===== src/rtl/mux_n_1_reg.sv =====
// Registered N:1 multiplexer with manual-select and auto-scan modes.
// One cycle of latency from D/sel/mode to out/ch_idx/out_valid.
// The scan sequencer walks channels 0..NCH-1 and pulses wrap on each return to 0.
module mux_n_1_reg #(
    parameter int NCH = 8,
    parameter int W   = 1,
    parameter int SW  = $clog2(NCH)
) (
    input  logic              clk,
    input  logic              rst,
    input  logic [NCH*W-1:0]  D,
    input  logic [SW-1:0]     sel,
    input  logic              sel_load,
    input  logic              mode,
    input  logic              en,
    output logic [W-1:0]      out,
    output logic              out_valid,
    output logic [SW-1:0]     ch_idx,
    output logic              wrap,
    output logic              err
);

    typedef enum logic {
        S_MAN  = 1'b0,
        S_SCAN = 1'b1
    } state_t;

    // One extra bit so that NCH itself is representable when NCH is a power of two.
    localparam logic [SW:0]   NCH_EXT  = (SW+1)'(NCH);
    localparam logic [SW-1:0] LAST_IDX = SW'(NCH - 1);

    state_t        state;
    state_t        next_state;
    logic [SW-1:0] cur_idx;
    logic [SW-1:0] next_idx;
    logic          next_wrap;
    logic          next_err;
    logic          sel_ok;
    logic          sel_bad;

    // Unpacked view of the flattened channel bus.
    logic [W-1:0]  ch_data [NCH];

    for (genvar i = 0; i < NCH; i++) begin : g_unpack
        assign ch_data[i] = D[i*W +: W];
    end

    assign sel_ok  = sel_load && ({1'b0, sel} < NCH_EXT);
    assign sel_bad = sel_load && !sel_ok;

    // Next channel index, next state and the wrap/err pulses for the coming enabled edge.
    always_comb begin
        // NOTE: every output of this block gets a default first, so no path leaves a
        // value unassigned and no latch is inferred.
        next_idx   = cur_idx;
        next_state = S_MAN;
        next_wrap  = 1'b0;
        next_err   = sel_bad;

        if (mode) begin
            next_state = S_SCAN;
            if (state == S_SCAN) begin
                if (cur_idx == LAST_IDX) begin
                    // Explicit wrap: the index never runs past NCH-1 even when NCH < 2**SW.
                    next_idx  = '0;
                    next_wrap = 1'b1;
                end else begin
                    next_idx = cur_idx + 1'b1;
                end
            end
            // In S_MAN the current channel is presented first, so next_idx stays cur_idx.
        end

        // A valid load overrides both modes and suppresses any wrap on this edge.
        if (sel_ok) begin
            next_idx  = sel;
            next_wrap = 1'b0;
        end
    end

    // State, index and registered outputs; a disabled edge freezes the datapath and
    // clears the single-cycle flags.
    always_ff @(posedge clk or posedge rst) begin
        // NOTE: sequential state uses non-blocking assignments so every register
        // samples the pre-edge values, independent of statement order.
        if (rst) begin
            state     <= S_MAN;
            cur_idx   <= '0;
            out       <= '0;
            out_valid <= 1'b0;
            ch_idx    <= '0;
            wrap      <= 1'b0;
            err       <= 1'b0;
        end else if (en) begin
            state     <= next_state;
            cur_idx   <= next_idx;
            ch_idx    <= next_idx;
            out       <= ch_data[next_idx];
            out_valid <= 1'b1;
            wrap      <= next_wrap;
            err       <= next_err;
        end else begin
            out_valid <= 1'b0;
            wrap      <= 1'b0;
            err       <= 1'b0;
        end
    end

endmodule

===== config.mk =====
export PLATFORM = sky130hd
export DESIGN_NAME = mux_n_1_reg
export DESIGN_NICKNAME = d
export VERILOG_FILES = /design/src/rtl/mux_n_1_reg.sv
export SDC_FILE = /design/constraint.sdc
export NUM_CORES = 1
export LEC_CHECK = 0
export BUFFER_PORTS_ARGS = -buffer_cell sky130_fd_sc_hd__buf_4
export CORE_AREA = 2 2 39 41
export CTS_CLUSTER_DIAMETER = 200
export DETAILED_ROUTE_END_ITERATION = 12
export DIE_AREA = 0 0 41 43
export HOLD_SLACK_MARGIN = 0.03
export PLACE_DENSITY_LB_ADDON = 0.05
export SYNTH_ARGS = -nofsm -noshare
export SYNTH_HDL_FRONTEND = slang
export SYNTH_SLANG_ARGS = --single-unit
export TNS_END_PERCENT = 30

===== constraint.sdc =====
create_clock -name clk -period 4.15 [get_ports clk]
set_input_delay 0.2075 -clock clk [delete_from_list [all_inputs] [get_ports clk]]
set_output_delay 0.2075 -clock clk [all_outputs]
set_load 0.1 [all_outputs]

After elaboration in Yosys (flattened, before gate mapping)
Cells that the tools add are included.
Storage, ports and cells
  ROM bits: 0
  bits in registers: 7
  bits in writable memories: 0
  memories: 0
  latch bits: 0
Operators by class
  bitwise logic cells: 1
  magnitude comparators: 1
  divide/modulo/power cells: 0
  $add $sub $neg: 1
  shift-type cells: 0
  reduce and logical (&&, ||, !) cells: 0
  multiply operators: 0
  equal/unequal tests: 1
  muxes and demuxes: 14
Operators with widths (count)
  two-way mux 3 bit: 4
  two-way mux 1 bit: 9
  greater-or-equal comparator 4 bit, second input constant: 1
  NOT 3 -> 4 bit: 1
  adder 3 x 1 -> 3 bit, second input constant: 1
  binary-select mux 1 bit (select 3 bit): 1
  == test 3 bit, second input constant: 1

Logic depth before layout (Yosys ltp)
  depth in word-level cells: 9
  mapped depth: 7
  gate-level depth less buffers: 7

Worst setup path before layout
Ideal clock, no wire load.
  path type: register to register
  start: reg cur_idx[1]
  end: reg out
  period minus slack after synthesis: 2.529 ns
  library setup time: 0.082 ns
  cell stages (with the launch flop): 8
  setup slack: 1.621 ns
  data arrival time: 2.447 ns
  buffers on the path: 0
  cell sequence: dfrtp_1 > ha_1 > ha_1 > and4bb_1 > o31a_1 > nor3b_1 > a221o_1 > a31oi_1
Between the ends
  cells in the longest elaborated chain, start to end: 9
Ends and longest elaborated chain
  start, declared: RTL line 34  | logic [SW-1:0] cur_idx;
  start signal, assigned: RTL line 96  | cur_idx <= next_idx;
  adder 3 x 1 -> 3 bit / == test 3 bit (equally long branches): RTL line 68, 63
  two-way mux 3 bit: RTL line 63  | if (cur_idx == LAST_IDX) begin
  two-way mux 3 bit: RTL line 62  | if (state == S_SCAN) begin
  two-way mux 3 bit (*): RTL line 60  | if (mode) begin
  two-way mux 3 bit (*): RTL line 75  | if (sel_ok) begin
  NOT 3 -> 4 bit (not written as such) (*): RTL line 98  | out <= ch_data[next_idx];
  binary-select mux 1 bit (select 3 bit) (*): RTL line 98
  two-way mux 1 bit (not written as such) (*) (2 in series): RTL line 98
  end signal, assigned: RTL line 98
  end, declared: RTL line 16  | output logic [W-1:0] out,
Every way passes the cells marked *; elsewhere a longest branch is shown, timed or not. The select of a mux whose other input is x is not followed.
A chain may end at the register's enable or synchronous reset.

Worst setup path in the final report
  start: reg cur_idx[0]
  end: reg out
Same word-level chain as after synthesis.

==> metrics.md <==
| Metric | Value |
|---|---|
| Syn. warnings | `0` |
| Worst min path class | `in -> reg` |
| DRC viols | `0` |
| DRT iter0 DRCs | `0` |
| Pwr Density | `around 420 nW/µm²` |
| Layout cells sized above 1 | `a little under half` |
| Final-layout fill cell count | `144` |
| TNS Setup | `0 ps` |
| Syn-to-layout area delta | `43.5%` |
| Critical path arrival | `approximately 2100 ps` |
| Worst hold stages | `1` |
| Root buf cell | `clkbuf_4` |
| Remaining antenna violation count | `0` |
| H-tree levels | `1` |
| Sequential area share after synthesis | `37.3%` |
| Final clock skew | `7.52 ps` |
| Reg clk slew, reported paths | `approximately 60 ps` |
| Synth cell types | `24` |
| Vias/cell | `between 4 and 5` |
| Worst path required time | `4330 ps` |
| Via count | `400` |
| Count of final setup violators | `0` |
| Post-CTS Setup Bufs | `0` |
| Post-CTS sizing | `0` |
| CTS Sinks | `7` |
| Placer congestion estimate | `0.654` |
| DR WL/cell | `roughly 11 µm` |
| Die H | `around 43 µm` |
| Commonest non-fill, non-tap cell in the layout | `buf_4` |
| Total GRT Usage | `14.3%` |
| Initial Util | `33.9%` |
| Max Fclk | `just over 500 MHz` |
| Initial antenna violation count | `0` |
| GR Overflow Total | `0` |
| RSZ-0062 raised after global routing | `no` |
| Cell Area, Synth | `between 400 and 500 µm²` |
| Outcome | `finished clean` |
| Synthesized area per cell | `~11 µm²` |
| Clock insertion delay at the later pin of the skew report | `about 250 ps` |
| Die Span X | `between 40 and 50 µm` |
| First-pass GRT wire length | `between 1.5 and 2 mm` |
| Synthesized Nets | `61` |
| Max cap viols | `0` |
| Dpl hpwl | `between 700 and 800 µm` |
| Yosys reg bits | `7` |
| CTS buffer count | `3` |
| Kind of critical path | `reg -> reg` |
| Synth Instances | `between 40 and 50` |
| Largest net degree at the start of global routing | `9` |
| Min Tclk post-route | `approximately 2000 ps` |
| Final Hold Viols | `0` |
| Cts hold-fix bufs | `1` |
| Slew Limit Fails | `0` |
| Leakage power | `~0.33 nW` |
| Core Box Area | `~1400 µm²` |
| DRT Pass-1 Iters | `1` |
| Final core utilization | `between 40% and 50%` |
| Antenna cells | `0` |
| CTS max path bufs | `2` |
| I/O pin count | `23` |
| Reg2reg path depth | `7` |
| Routed WL | `about 940 µm` |
| Vias in the first global route | `400` |
| Startpoint Class | `register` |
| CTS tree | `done` |
| Final Cycle Share | `between 40 and 50%` |
| Critical-path maximum fanout | `5` |
| Cell Rows | `14` |
| Die area | `approximately 1800 µm²` |
| Final net count | `86` |
| # port buffers | `21` |
| Setup crit end kind | `register` |
| FF-to-FF setup slack | `between 2000 and 2500 ps` |
| Most frequent cells in the layout | `21 x buf_4, 7 x dfrtp_1, 4 x mux2_2, 4 x mux2i_1` |
| Maximum VDD drop | `about 0.27 mV` |
==> cell type report <==
| cell class | count | area, µm² | share of cell area (%) |
|---|---|---|---|
| flip-flops and latches | 7 | 175 | 26.0 |
| multi-input cells | 32 | 275 | 40.9 |
| inverters | 2 | 7.51 | 1.12 |
| clock inverters | 1 | 5.00 | 0.743 |
| clock buffers | 3 | 22.5 | 3.35 |
| well taps | 16 | 20.0 | 2.97 |
| repair buffers | 22 | 168 | 24.9 |
==> where the power goes <==
part | total [mW] | switching, mW | internal, mW
sequential | 0.0864 | 0.00902 | 0.0774
clock | 0.0623 | 0.0270 | 0.0353
combinational | 0.137 | 0.0916 | 0.0450
total | 0.285 | 0.128 | 0.158
==> routing by layer <==
metal,global-route usage [%],vias to the layer above,share of wire [%]
met5,0,-,0
met4,4.00,0,0
met3,6.28,0,7.0
met2,21.3,16,48
met1,18.1,177,44
li1,-,207,-
==> path summary, 6_finish.rpt <==
| check | endpoint | start |
|---|---|---|
| min | out_valid | en |
| min reg2reg | cur_idx[1] | cur_idx[1] |
| min in group asynchronous | out_valid | rst |
| max in group asynchronous | wrap | rst |
| max reg2reg | out | cur_idx[0] |
| max | out | cur_idx[0] |
==> through the flow <==
| stage | cell area [µm²] | setup WS [ps] | std cells | total power [mW] | hold slack, ps |
|---|---|---|---|---|---|
| floorplan | 469 | 1620 | 43 | 0.190 | 10.9 |
| global placement | 636 | 2180 | 78 | 0.225 | 156 |
| detailed placement | 636 | 2190 | 78 | 0.225 | 158 |
| CTS | 673 | 2170 | 83 | 0.290 | 124 |
| global route | 673 | 2060 | 83 | 0.305 | 124 |
| finish | 673 | 2190 | 83 | 0.285 | 130 |
==> flip-flops by register name, indices dropped and copies added (netlist names) <==
register and cells:
out 1, wrap 1, cur_idx 3, out_valid 1, state 1
==> cell families after synthesis <==
family                     after synthesis  synth area share (%)
muxes                                    8                  18.1
buffers and inverters                    4                  4.00
DFF                                      7                  37.3
AOI/OAI and AO/OA                        9                  18.4
other                                    1                 0.799
adders and majority gates                2                  5.33
and+or+nand+nor                         12                  16.0
==> critical path, stage by stage, from the launching register on <==
cell      delay (ps)
dfrtp_1          400
ha_1             160
ha_1             140
and4bb_1         210
o31a_1           330
nor3b_1          150
a221o_1          340
a31oi_1          140
==> cell usage after synthesis (all sizes together) <==
library cell	count	share of area, %
a31oi	1	1.3
and4bb	1	2.7
mux2i	4	8.5
o31ai	1	4.5
buf	1	1.6
nand2b	3	4.0
mux2	4	9.6
nor2	2	1.6
nand4	1	1.3
a21boi	3	5.6
o21ai	1	1.1
o31a	2	3.7
dfrtp	7	37
inv	2	1.6
clkbuf	1	0.80
conb	1	0.80
ha	2	5.3
nor3	1	1.1
nand2	1	0.80
and3	2	2.9
a221o	1	2.1
nor3b	1	1.6
(Power assumes the default switching activity.)
